`src/rtl/serial_sub_pkg.sv`:
```
// Shared types for the bit-serial subtract controller.
// Holds the FSM state encoding and the bit-counter width helper.
package serial_sub_pkg;

  typedef enum logic [1:0] {
    IDLE  = 2'd0,
    SHIFT = 2'd1,
    DONE  = 2'd2
  } state_t;

  // Counter must be at least 1 bit wide, even for WIDTH=1.
  function automatic int cnt_w(input int w);
    return (w <= 1) ? 1 : $clog2(w);
  endfunction

endpackage

```
`src/rtl/serial_sub_ctrl_cell.sv`:
```
// Combinational 1-bit full subtractor: d = a - b - bi.
// Ports: a, b, bi in; d difference, bo borrow-out.
module fs_bit_cell (
  input  logic a,
  input  logic b,
  input  logic bi,
  output logic d,
  output logic bo
);

  assign d  = a ^ b ^ bi;
  assign bo = (~a & b) | (~(a ^ b) & bi);

endmodule

```
`src/rtl/serial_sub_ctrl.sv`:
```
// Bit-serial A - B - bin, LSB first, one shared subtract cell.
// Ports: clk, rst (async high), in_valid/in_ready + a_in/b_in/bin,
//   out_valid/out_ready + diff_out/bout; ovf with SERIAL_SUB_OVF_EN.
module serial_sub_ctrl
  import serial_sub_pkg::*;
#(
  parameter int WIDTH = 8
) (
  input  logic             clk,
  input  logic             rst,
  input  logic             in_valid,
  output logic             in_ready,
  input  logic [WIDTH-1:0] a_in,
  input  logic [WIDTH-1:0] b_in,
  input  logic             bin,
  output logic             out_valid,
  input  logic             out_ready,
  output logic [WIDTH-1:0] diff_out,
  output logic             bout
`ifdef SERIAL_SUB_OVF_EN
  ,
  output logic             ovf
`endif
);

  localparam int CW = cnt_w(WIDTH);
  localparam logic [CW-1:0] LAST = CW'(WIDTH - 1);

  state_t           state_q, state_d;
  logic [CW-1:0]    cnt_q, cnt_d;
  logic             bor_q, bor_d;
  logic [WIDTH-1:0] a_sr_q, a_sr_d;
  logic [WIDTH-1:0] b_sr_q, b_sr_d;
  logic [WIDTH-1:0] diff_q, diff_d;
  logic             bout_q, bout_d;
`ifdef SERIAL_SUB_OVF_EN
  logic             ovf_q, ovf_d;
`endif

  logic             cell_d;
  logic             cell_bo;
  logic [WIDTH-1:0] dmsb;

  fs_bit_cell u_cell (
    .a  (a_sr_q[0]),
    .b  (b_sr_q[0]),
    .bi (bor_q),
    .d  (cell_d),
    .bo (cell_bo)
  );

  always_comb begin
    state_d = state_q;
    cnt_d   = cnt_q;
    bor_d   = bor_q;
    a_sr_d  = a_sr_q;
    b_sr_d  = b_sr_q;
    diff_d  = diff_q;
    bout_d  = bout_q;
`ifdef SERIAL_SUB_OVF_EN
    ovf_d   = ovf_q;
`endif
    // New difference bit enters at the MSB; the register shifts right.
    dmsb           = '0;
    dmsb[WIDTH-1]  = cell_d;
    unique case (state_q)
      IDLE: begin
        if (in_valid) begin
          a_sr_d  = a_in;
          b_sr_d  = b_in;
          bor_d   = bin;
          cnt_d   = '0;
          state_d = SHIFT;
        end
      end
      SHIFT: begin
        diff_d = (diff_q >> 1) | dmsb;
        bor_d  = cell_bo;
        a_sr_d = a_sr_q >> 1;
        b_sr_d = b_sr_q >> 1;
        cnt_d  = cnt_q + CW'(1);
        if (cnt_q == LAST) begin
          cnt_d   = '0;
          bout_d  = cell_bo;
          state_d = DONE;
`ifdef SERIAL_SUB_OVF_EN
          // Borrow into MSB vs borrow out of MSB.
          ovf_d   = bor_q ^ cell_bo;
`endif
        end
      end
      DONE: begin
        if (out_ready) state_d = IDLE;
      end
      default: state_d = IDLE;
    endcase
  end

  always_ff @(posedge clk or posedge rst) begin
    if (rst) begin
      state_q <= IDLE;
      cnt_q   <= '0;
      bor_q   <= 1'b0;
      a_sr_q  <= '0;
      b_sr_q  <= '0;
      diff_q  <= '0;
      bout_q  <= 1'b0;
`ifdef SERIAL_SUB_OVF_EN
      ovf_q   <= 1'b0;
`endif
    end else begin
      state_q <= state_d;
      cnt_q   <= cnt_d;
      bor_q   <= bor_d;
      a_sr_q  <= a_sr_d;
      b_sr_q  <= b_sr_d;
      diff_q  <= diff_d;
      bout_q  <= bout_d;
`ifdef SERIAL_SUB_OVF_EN
      ovf_q   <= ovf_d;
`endif
    end
  end

  assign in_ready  = (state_q == IDLE) && !rst;
  assign out_valid = (state_q == DONE);
  assign diff_out  = diff_q;
  assign bout      = bout_q;
`ifdef SERIAL_SUB_OVF_EN
  assign ovf       = ovf_q;
`endif

endmodule
```
`config.mk`:
```
export PLATFORM = sky130hd
export DESIGN_NAME = serial_sub_ctrl
export DESIGN_NICKNAME = d
export VERILOG_FILES = /design/src/rtl/serial_sub_pkg.sv /design/src/rtl/serial_sub_ctrl_cell.sv /design/src/rtl/serial_sub_ctrl.sv
export SDC_FILE = /design/constraint.sdc
export NUM_CORES = 1
export LEC_CHECK = 0
export ABC_AREA = 1
export BUFFER_PORTS_ARGS = -buffer_cell sky130_fd_sc_hd__buf_2
export CORE_MARGIN = 5
export CORE_UTILIZATION = 33
export CTS_CLUSTER_SIZE = 14
export DETAILED_ROUTE_END_ITERATION = 6
export PLACE_DENSITY = 0.54
export SLEW_MARGIN = 0
export SYNTH_ARGS = -nofsm -noshare
export SYNTH_HDL_FRONTEND = slang
export SYNTH_SLANG_ARGS = --single-unit
```
`constraint.sdc`:
```
create_clock -name clk -period 2.1 [get_ports clk]
set_input_delay 0.315 -clock clk [delete_from_list [all_inputs] [get_ports clk]]
set_output_delay 0.315 -clock clk [all_outputs]
set_load 0.01 [all_outputs]
```
# Word-level counts from Yosys, hierarchy flattened
# Cells that the tools add are included.
word_totals:
  reg_bits: 31
  inputBits: 21
  word_cells: 42
  output_inout_bits: 11
classes:
  mux: 13
  addsub: 1
  n_eq_ne: 6
  reduce_logical: 7
  n_bitwise: 8
op_table:
  columns: ["op", "n"]
  rows:
  - ["one-hot mux 8 bit (2 select lines)", 2]
  - ["two-way mux 8 bit", 2]
  - ["bitwise OR 7 x 8 -> 8 bit", 1]
  - ["two-way mux 2 bit", 3]
  - ["two-way mux 3 bit", 2]
  - ["one-hot mux 2 bit (3 select lines)", 1]
  - ["one-hot mux 3 bit (2 select lines)", 1]
  - ["inequality test 2 bit, second input constant", 2]
  - ["AND reduction 2 bit", 2]
  - ["adder 3 x 1 -> 3 bit, second input constant", 1]
  - ["equality test 3 bit, second input constant", 1]
  - ["AND reduction 3 bit", 1]
  - ["bitwise AND 1 bit", 2]
  - ["equality test 2 x 1 -> 1 bit, second input constant", 1]
  - ["equality test 2 bit, second input constant", 1]
  - ["logical NOT 2 bit", 1]
  - ["inequality test 2 x 1 -> 1 bit, second input constant", 1]
  - ["inverter 1 bit", 2]
  - ["one-hot mux 1 bit (2 select lines)", 1]
  - ["nonzero test 2 bit", 1]
  - ["bitwise XOR 1 bit", 2]
  - ["logical AND 1 bit", 1]
  - ["logical NOT 1 bit", 1]
  - ["two-way mux 1 bit", 1]
  - ["bitwise OR 1 bit", 1]

# Longest topological paths before layout
# Gate-level depths: netlist (run 1).
depth:
  word_depth: 5
  mapped_depth: 6

# Cells and area by module
# From an unflattened synthesis (run 1), not the netlist that was laid out.
unflattened:
  hier_cells: 204
  area_unflattened_um2: 1555.2
by_module_without_submodules:
  columns: ["mod", "n_inst", "area_each_um2", "cells_per_inst"]
  rows:
  - ["serial_sub_ctrl", 1, 1524.0, 200]
  - ["fs_bit_cell", 1, 31.3, 4]

# Least setup slack after synthesis (run 1)
# Ideal clock, no wire load.
synth_timing:
  path_type: "register to output"
  from: "reg state_q[0]"
  to: "out in_ready"
  n_path_buf: 2
  arrival_time_ns: 1.010
  stages_incl_launch_ff: 4
  slack_ns: 0.775
  cell_sequence: "dfrtp_1 -> buf_4 -> buf_6 -> nor3_1"
synth_via:
  elab_chain_len: 2
synth_lines:
  columns: ["element", "line_no", "rtl"]
  rows:
  - ["from (decl)", "serial_sub_ctrl.sv:29", "state_t state_q, state_d;"]
  - ["from (signal assigned)", "serial_sub_ctrl.sv:112", "state_q <= state_d;"]
  - ["logical NOT 2 bit", "serial_sub_ctrl.sv:125", "assign in_ready = (state_q == IDLE) && !rst;"]
  - ["logical AND 1 bit", "serial_sub_ctrl.sv:125", null]
  - ["to (decl)", "serial_sub_ctrl.sv:12", "output logic in_ready,"]
# No other way between the ends.

# Final worst setup path (run 1)
# Same ends and word-level chain as after synthesis.

==> results_dict.tcl, run 1 <==
set metrics [dict create \
    htree_levels 2 \
    grt_pass1_vias 1250 \
    layout_common_cells "nand2_1 (95), inv_1 (33), dfrtp_1 (31), buf_2 (31), nand3_1 (16)" \
    cts_sinks 31 \
    die_area_sq_um 6030 \
    gr-usage-all-layers_pct 11.5 \
    p_sw_share_pct 40.1 \
    seqPwrFrac_pct 41.3 \
    clk_path_buf_depth 2 \
    worstPathMaxFanout 8 \
    critical_path.top_delay_family "flip-flops" \
    grt_pass1_wl_mm 5.53 \
    worst_hold_slack_ns 0.121 \
    worstPathCellList "nor3_1, buf_2" \
    irDropWorstVdd_mv 0.685 \
    postCtsSetupBuffers 0 \
    synth_cells 202 \
    cts_made_buffers 5 \
    wire_per_inst_um 10.8 \
    grt_max_degree 32 \
    die_y_um 77.7 \
    post-route-period-util_pct 70.0 \
    yosysWarnings 0 \
    vias_per_cell 4.35 \
    drt-total-wl_mm 3.12 \
    synthToLayoutAreaGrowth_pct 18.5 \
    combPwrFrac_pct 41.0 \
    cellPowerDensity_nw_per_um2 1420 \
    final_common_cell "nand2_1" \
    fmax_mhz 681 \
    cp.depth 2 \
    grt.overflow.total 0 \
    path_buf_inv 1 \
    p_leak_uw 0.00107 \
    firstDrtPassIters 4 \
    path_class "reg -> out" \
    cp-end-kind "output pin" \
    regArea_sq_um 776 \
    ys_ff_latch 31 \
    crit_arrival_ns 1.15 \
    start_util_pct 34.5 \
    rows 24 \
    rsz0062_at_grt "no" \
    clockRootBuffer "clkbuf_8" \
    io_buffers 31 \
    cp_data_required_time_ns 1.78 \
    syn_area_sq_um 1510 \
    final_nets 260 \
    cts_resized 0 \
    synth_area_leaders "dfrtp_1 (51%), nand2_1 (24%), inv_1 (8.2%)" \
    finalHoldViolCount 0 \
    slew_viol_final 0 \
    die_x_um 77.7 \
    fin_worst_skew_ns 0.00774 \
    antennaDiodeCount 0 \
    cts_tree "yes" \
    finalSetupViolations 0 \
    ant_nets 0 \
    core-area_sq_um 4380 \
    p_sw_uw 1020 \
    yosysSeqAreaShare_pct 51.3 \
    syn-num-nets 226 \
    rr_worst_depth 4 \
    p_int_uw 1520 \
    synth_top_area_cell "dfrtp_1" \
    clkPwrFrac_pct 17.6 \
    setup-tns-final_ns 0 \
    reg2reg_from "state_q[0]$_DFFE_PP0P_" \
    period_minus_slack_ns 1.47 \
    fillers 478 \
    outcome "completed" \
    ios 32 \
    cts_hold_buf 0 \
    gp_congestion 0.707 \
    critical-path-max-stage-delay_ns 0.47 \
    drt_iter0_drc 66 \
    ys_types 17 \
    drc 0 \
    start_kind "register" \
    multi_input_area_sq_um 553 \
    drive_gt1_share_pct 19.0 \
    vias 1256 \
    antenna_found_initial 0 \
    dpl_cell_area_sq_um 1710 \
    r2r_end "a_sr_q[0]$_DFFE_PP0P_" \
    dp_hpwl_mm 2.15 \
    max-slew-margin-rel_pct 70.8 \
    worstMarginPinSlew_ns 0.437 \
    clkLatencyLatePin_ns 0.28 \
    max_cap_violations 0 \
    path_clk_slew_ns 0.06 \
    yosysTopAreaCellShare_pct 51.3 \
    synth_area_per_cell_sq_um 7.48 \
    r2r_setup_slack_ns 0.63 \
    fin_area_sq_um 1790 \
    worst_path_max_delay_cell "dfrtp_1" \
    min_path_type "in -> async" \
]
==> state kept, by name (all words and copies together) (netlist names) <==
| name | cells |
|---|---|
| state_q | 2 |
| a_sr_q | 8 |
| diff_out | 8 |
| cnt_q | 3 |
| b_sr_q | 8 |
| bor_q | 1 |
| bout | 1 |
==> power groups by stage <==
stage	Sequential (uW)	Combinational, uW	Clock [uW]
after floorplan	1060	787	0
after global placement	1060	1060	0
after detailed placement	1060	1070	0
final	1050	1040	448
after global routing	1090	1240	492
after CTS	1050	1080	466
==> layer usage <==
layer | global-route usage (%) | part of all wire, % | vias up
met2 | 17.6 | 45 | 19
met4 | 5.67 | 2.6 | 0
met5 | 0 | 0 | -
met3 | 4.75 | 5.3 | 6
met1 | 13.9 | 47 | 566
li1 | - | - | 665
==> worst max-delay path by stage <==
| stage | start | end | slack, ns |
|---|---|---|---|
| finish | state_q[0]$_DFFE_PP0P_ | in_ready | 0.63 |
| detailed placement | state_q[0]$_DFFE_PP0P_ | b_sr_q[0]$_DFFE_PP0P_ | 0.61 |
| global route | state_q[0]$_DFFE_PP0P_ | a_sr_q[4]$_DFFE_PP0P_ | 0.48 |
| global placement | state_q[0]$_DFFE_PP0P_ | a_sr_q[3]$_DFFE_PP0P_ | 0.65 |
| CTS | state_q[0]$_DFFE_PP0P_ | a_sr_q[0]$_DFFE_PP0P_ | 0.60 |
| floorplan | state_q[0]$_DFFE_PP0P_ | in_ready | 0.77 |
==> kinds of logic after synthesis <==
logic type	synth area share, %
DFF	51.3
and+or+nand+nor	30.8
buffers and inverters	12.1
adders and majority gates	2.98
AOI/OAI and AO/OA	2.81
==> cell type report <==
type | count | share of cell area (%)
Sequential cell | 31 | 43.3
Multi-Input combinational cell | 128 | 30.9
Clock inverter | 1 | 0.279
Inverter | 35 | 7.33
Tap cell | 52 | 3.63
Clock buffer | 7 | 4.26
Timing Repair Buffer | 35 | 10.3
==> Yosys cell counts <==
cell type / count
o21ai_0: 4
o31ai_1: 1
nor2_1: 3
buf_2: 5
ha_1: 2
nand2_2: 2
dfrtp_1: 31
nor3_1: 1
nand3_1: 16
nand2_1: 95
o21ai_1: 2
fa_1: 1
inv_2: 2
inv_1: 33
buf_6: 1
buf_4: 2
a21oi_1: 1
==> metrics by stage <==
step	setup WS, ns	power [uW]	instances	utilization (%)
2_1_floorplan	0.775	1850	202	-
3_3_place_gp	0.655	2110	281	39.0
3_5_place_dp	0.605	2130	281	39.0
4_1_cts	0.597	2590	289	40.9
5_1_grt	0.478	2820	289	40.9
6_report	0.631	2540	289	40.9
==> tightest hold or removal path, delay by kind of cell <==
kind / cells / cell delay, ns
buf+inv: 3 / 0.51
(Power assumes the default switching activity.)
==> run 2: changes to the inputs <==
Clock period 2.1 ns to 1.4 ns, I/O delays scaled along.
==> run 2 against run 1 <==
Compared with the run above: register-to-register slack got worse by 0.46 ns; via count increased by 1.2%; clock-buffer cell count fell by 1; sequential cell count unchanged; clock power grew 58%; sequential power is 49% higher; final area grew 2.9%; largest power group is now combinational cells.
==> results_dict.tcl, run 2 (same netlist as run 1, synthesis figures left out) <==
set metrics [dict create \
    setup-tns-final_ns 0 \
    crit_arrival_ns 1.13 \
    core-area_sq_um 4380 \
    final_nets 265 \
    antennaDiodeCount 0 \
    drive_gt1_share_pct 22.0 \
    critical_path.top_delay_family "flip-flops" \
    clk_path_buf_depth 2 \
    gp_congestion 0.741 \
    worstMarginPinSlew_ns 0.389 \
    cts_sinks 31 \
    worstPathCellList "buf_4, nor3_2, buf_2" \
    post-route-period-util_pct 95.6 \
    clockRootBuffer "clkbuf_8" \
    gr-usage-all-layers_pct 11.3 \
    final_util_pct 42.1 \
    clkLatencyLatePin_ns 0.29 \
    final_common_cell "nand2_1" \
    cts_made_buffers 5 \
    fin_worst_skew_ns 0.00488 \
    synthToLayoutAreaGrowth_pct 22.0 \
    die_area_sq_um 6030 \
    ios 32 \
    cts_tree "yes" \
    path_buf_inv 2 \
    drt-total-wl_mm 3.10 \
    start_util_pct 34.5 \
    dp_hpwl_mm 2.16 \
    wire_per_inst_um 10.6 \
    worst_path_max_delay_cell "dfrtp_1" \
    finalHoldViolCount 0 \
    irDropWorstVdd_mv 0.731 \
    io_buffers 31 \
    rsz0062_at_grt "no" \
    finalSetupViolations 0 \
    grt_pass1_wl_mm 5.44 \
    vias_per_cell 4.34 \
    cts_hold_buf 0 \
    cp-end-kind "output pin" \
    layout_common_cells "nand2_1 (95), inv_1 (33), dfrtp_1 (31), buf_2 (31), nand3_1 (16)" \
    drt_iter0_drc 80 \
    cellPowerDensity_nw_per_um2 2140 \
    period_minus_slack_ns 1.34 \
    path_clk_slew_ns 0.06 \
    cp_data_required_time_ns 1.19 \
    max_cap_violations 0 \
    antenna_found_initial 0 \
    path_class "reg -> out" \
    grt_pass1_vias 1237 \
    slew_viol_final 0 \
    htree_levels 2 \
    firstDrtPassIters 4 \
    drc 0 \
    die_y_um 77.7 \
    critical-path-max-stage-delay_ns 0.38 \
    p_leak_uw 0.00111 \
    grt_max_degree 32 \
    start_kind "register" \
    fmax_mhz 747 \
    worstPathMaxFanout 4 \
    vias 1271 \
    max-slew-margin-rel_pct 74.1 \
    die_x_um 77.7 \
    grt.overflow.total 0 \
    outcome "completed" \
    min_path_type "in -> async" \
    rows 24 \
    ant_nets 0 \
]
run 2: path summary, 6_finish.rpt:
check                                          end  slack [ns]                   start  cells after the start
max reg2reg                diff_out[3]$_DFFE_PP0N_        0.17  state_q[0]$_DFFE_PP0P_                      5
min                        diff_out[3]$_DFFE_PP0N_       0.003                     rst                      3
min in group clk            state_q[1]$_DFFE_PP0P_        0.11               out_ready                      2
min reg2reg                  a_sr_q[1]$_DFFE_PP0P_        0.48   a_sr_q[1]$_DFFE_PP0P_                      2
max                                       in_ready        0.06  state_q[0]$_DFFE_PP0P_                      3
max in group asynchronous    a_sr_q[2]$_DFFE_PP0P_        1.11                     rst                      3
run 2: repair_timing:
action	4_1_cts	5_1_grt
gates resized for setup	0	2
setup buffers	1	0
setup endpoints to repair	1	9
run 2: metrics by stage:
| stage | cell area [sq um] | std cells | setup slack [ns] | hold slack (ns) | total power (uW) |
|---|---|---|---|---|---|
| 2_1_floorplan | 1510 | 202 | 0.180 | 0.306 | 2770 |
| 3_3_place_gp | 1740 | 285 | 0.225 | 0.330 | 3250 |
| 3_5_place_dp | 1740 | 285 | 0.169 | 0.324 | 3270 |
| 4_1_cts | 1840 | 293 | 0.0178 | 0.00502 | 4020 |
| 5_1_grt | 1840 | 293 | 0.00822 | 0.0448 | 4390 |
| 6_report | 1840 | 293 | 0.0610 | 0.00275 | 3950 |
run 2: layer usage:
metal  vias up  track usage (%)  share of wire, %
met1       570             14.1                50
met5         -                0                 0
li1        673                -                 -
met2        20             17.0                43
met3         8             4.28               4.7
met4         0             5.67               2.5
run 2: layout make-up:
cell class / instances / area [sq um]
multi-input combinational: 128 / 562
tap: 52 / 65.1
timing repair buffer: 40 / 223
clock buffer: 6 / 82.6
inverter: 35 / 131
fill: 469 / 2540
clock inverter: 1 / 5.00
sequential: 31 / 776
run 2: where the power goes:
group          total, uW  switching, uW  internal (uW)
registers           1560            232           1320
clock network        709            324            385
logic               1690           1000            687
run 2: worst reg2reg max path: cells and delay by family, from the launching register on:
family          cells  cell delay [ns]
flops               1             0.35
compound gates      1             0.08
buf+inv             3             0.41
simple gates        1             0.26
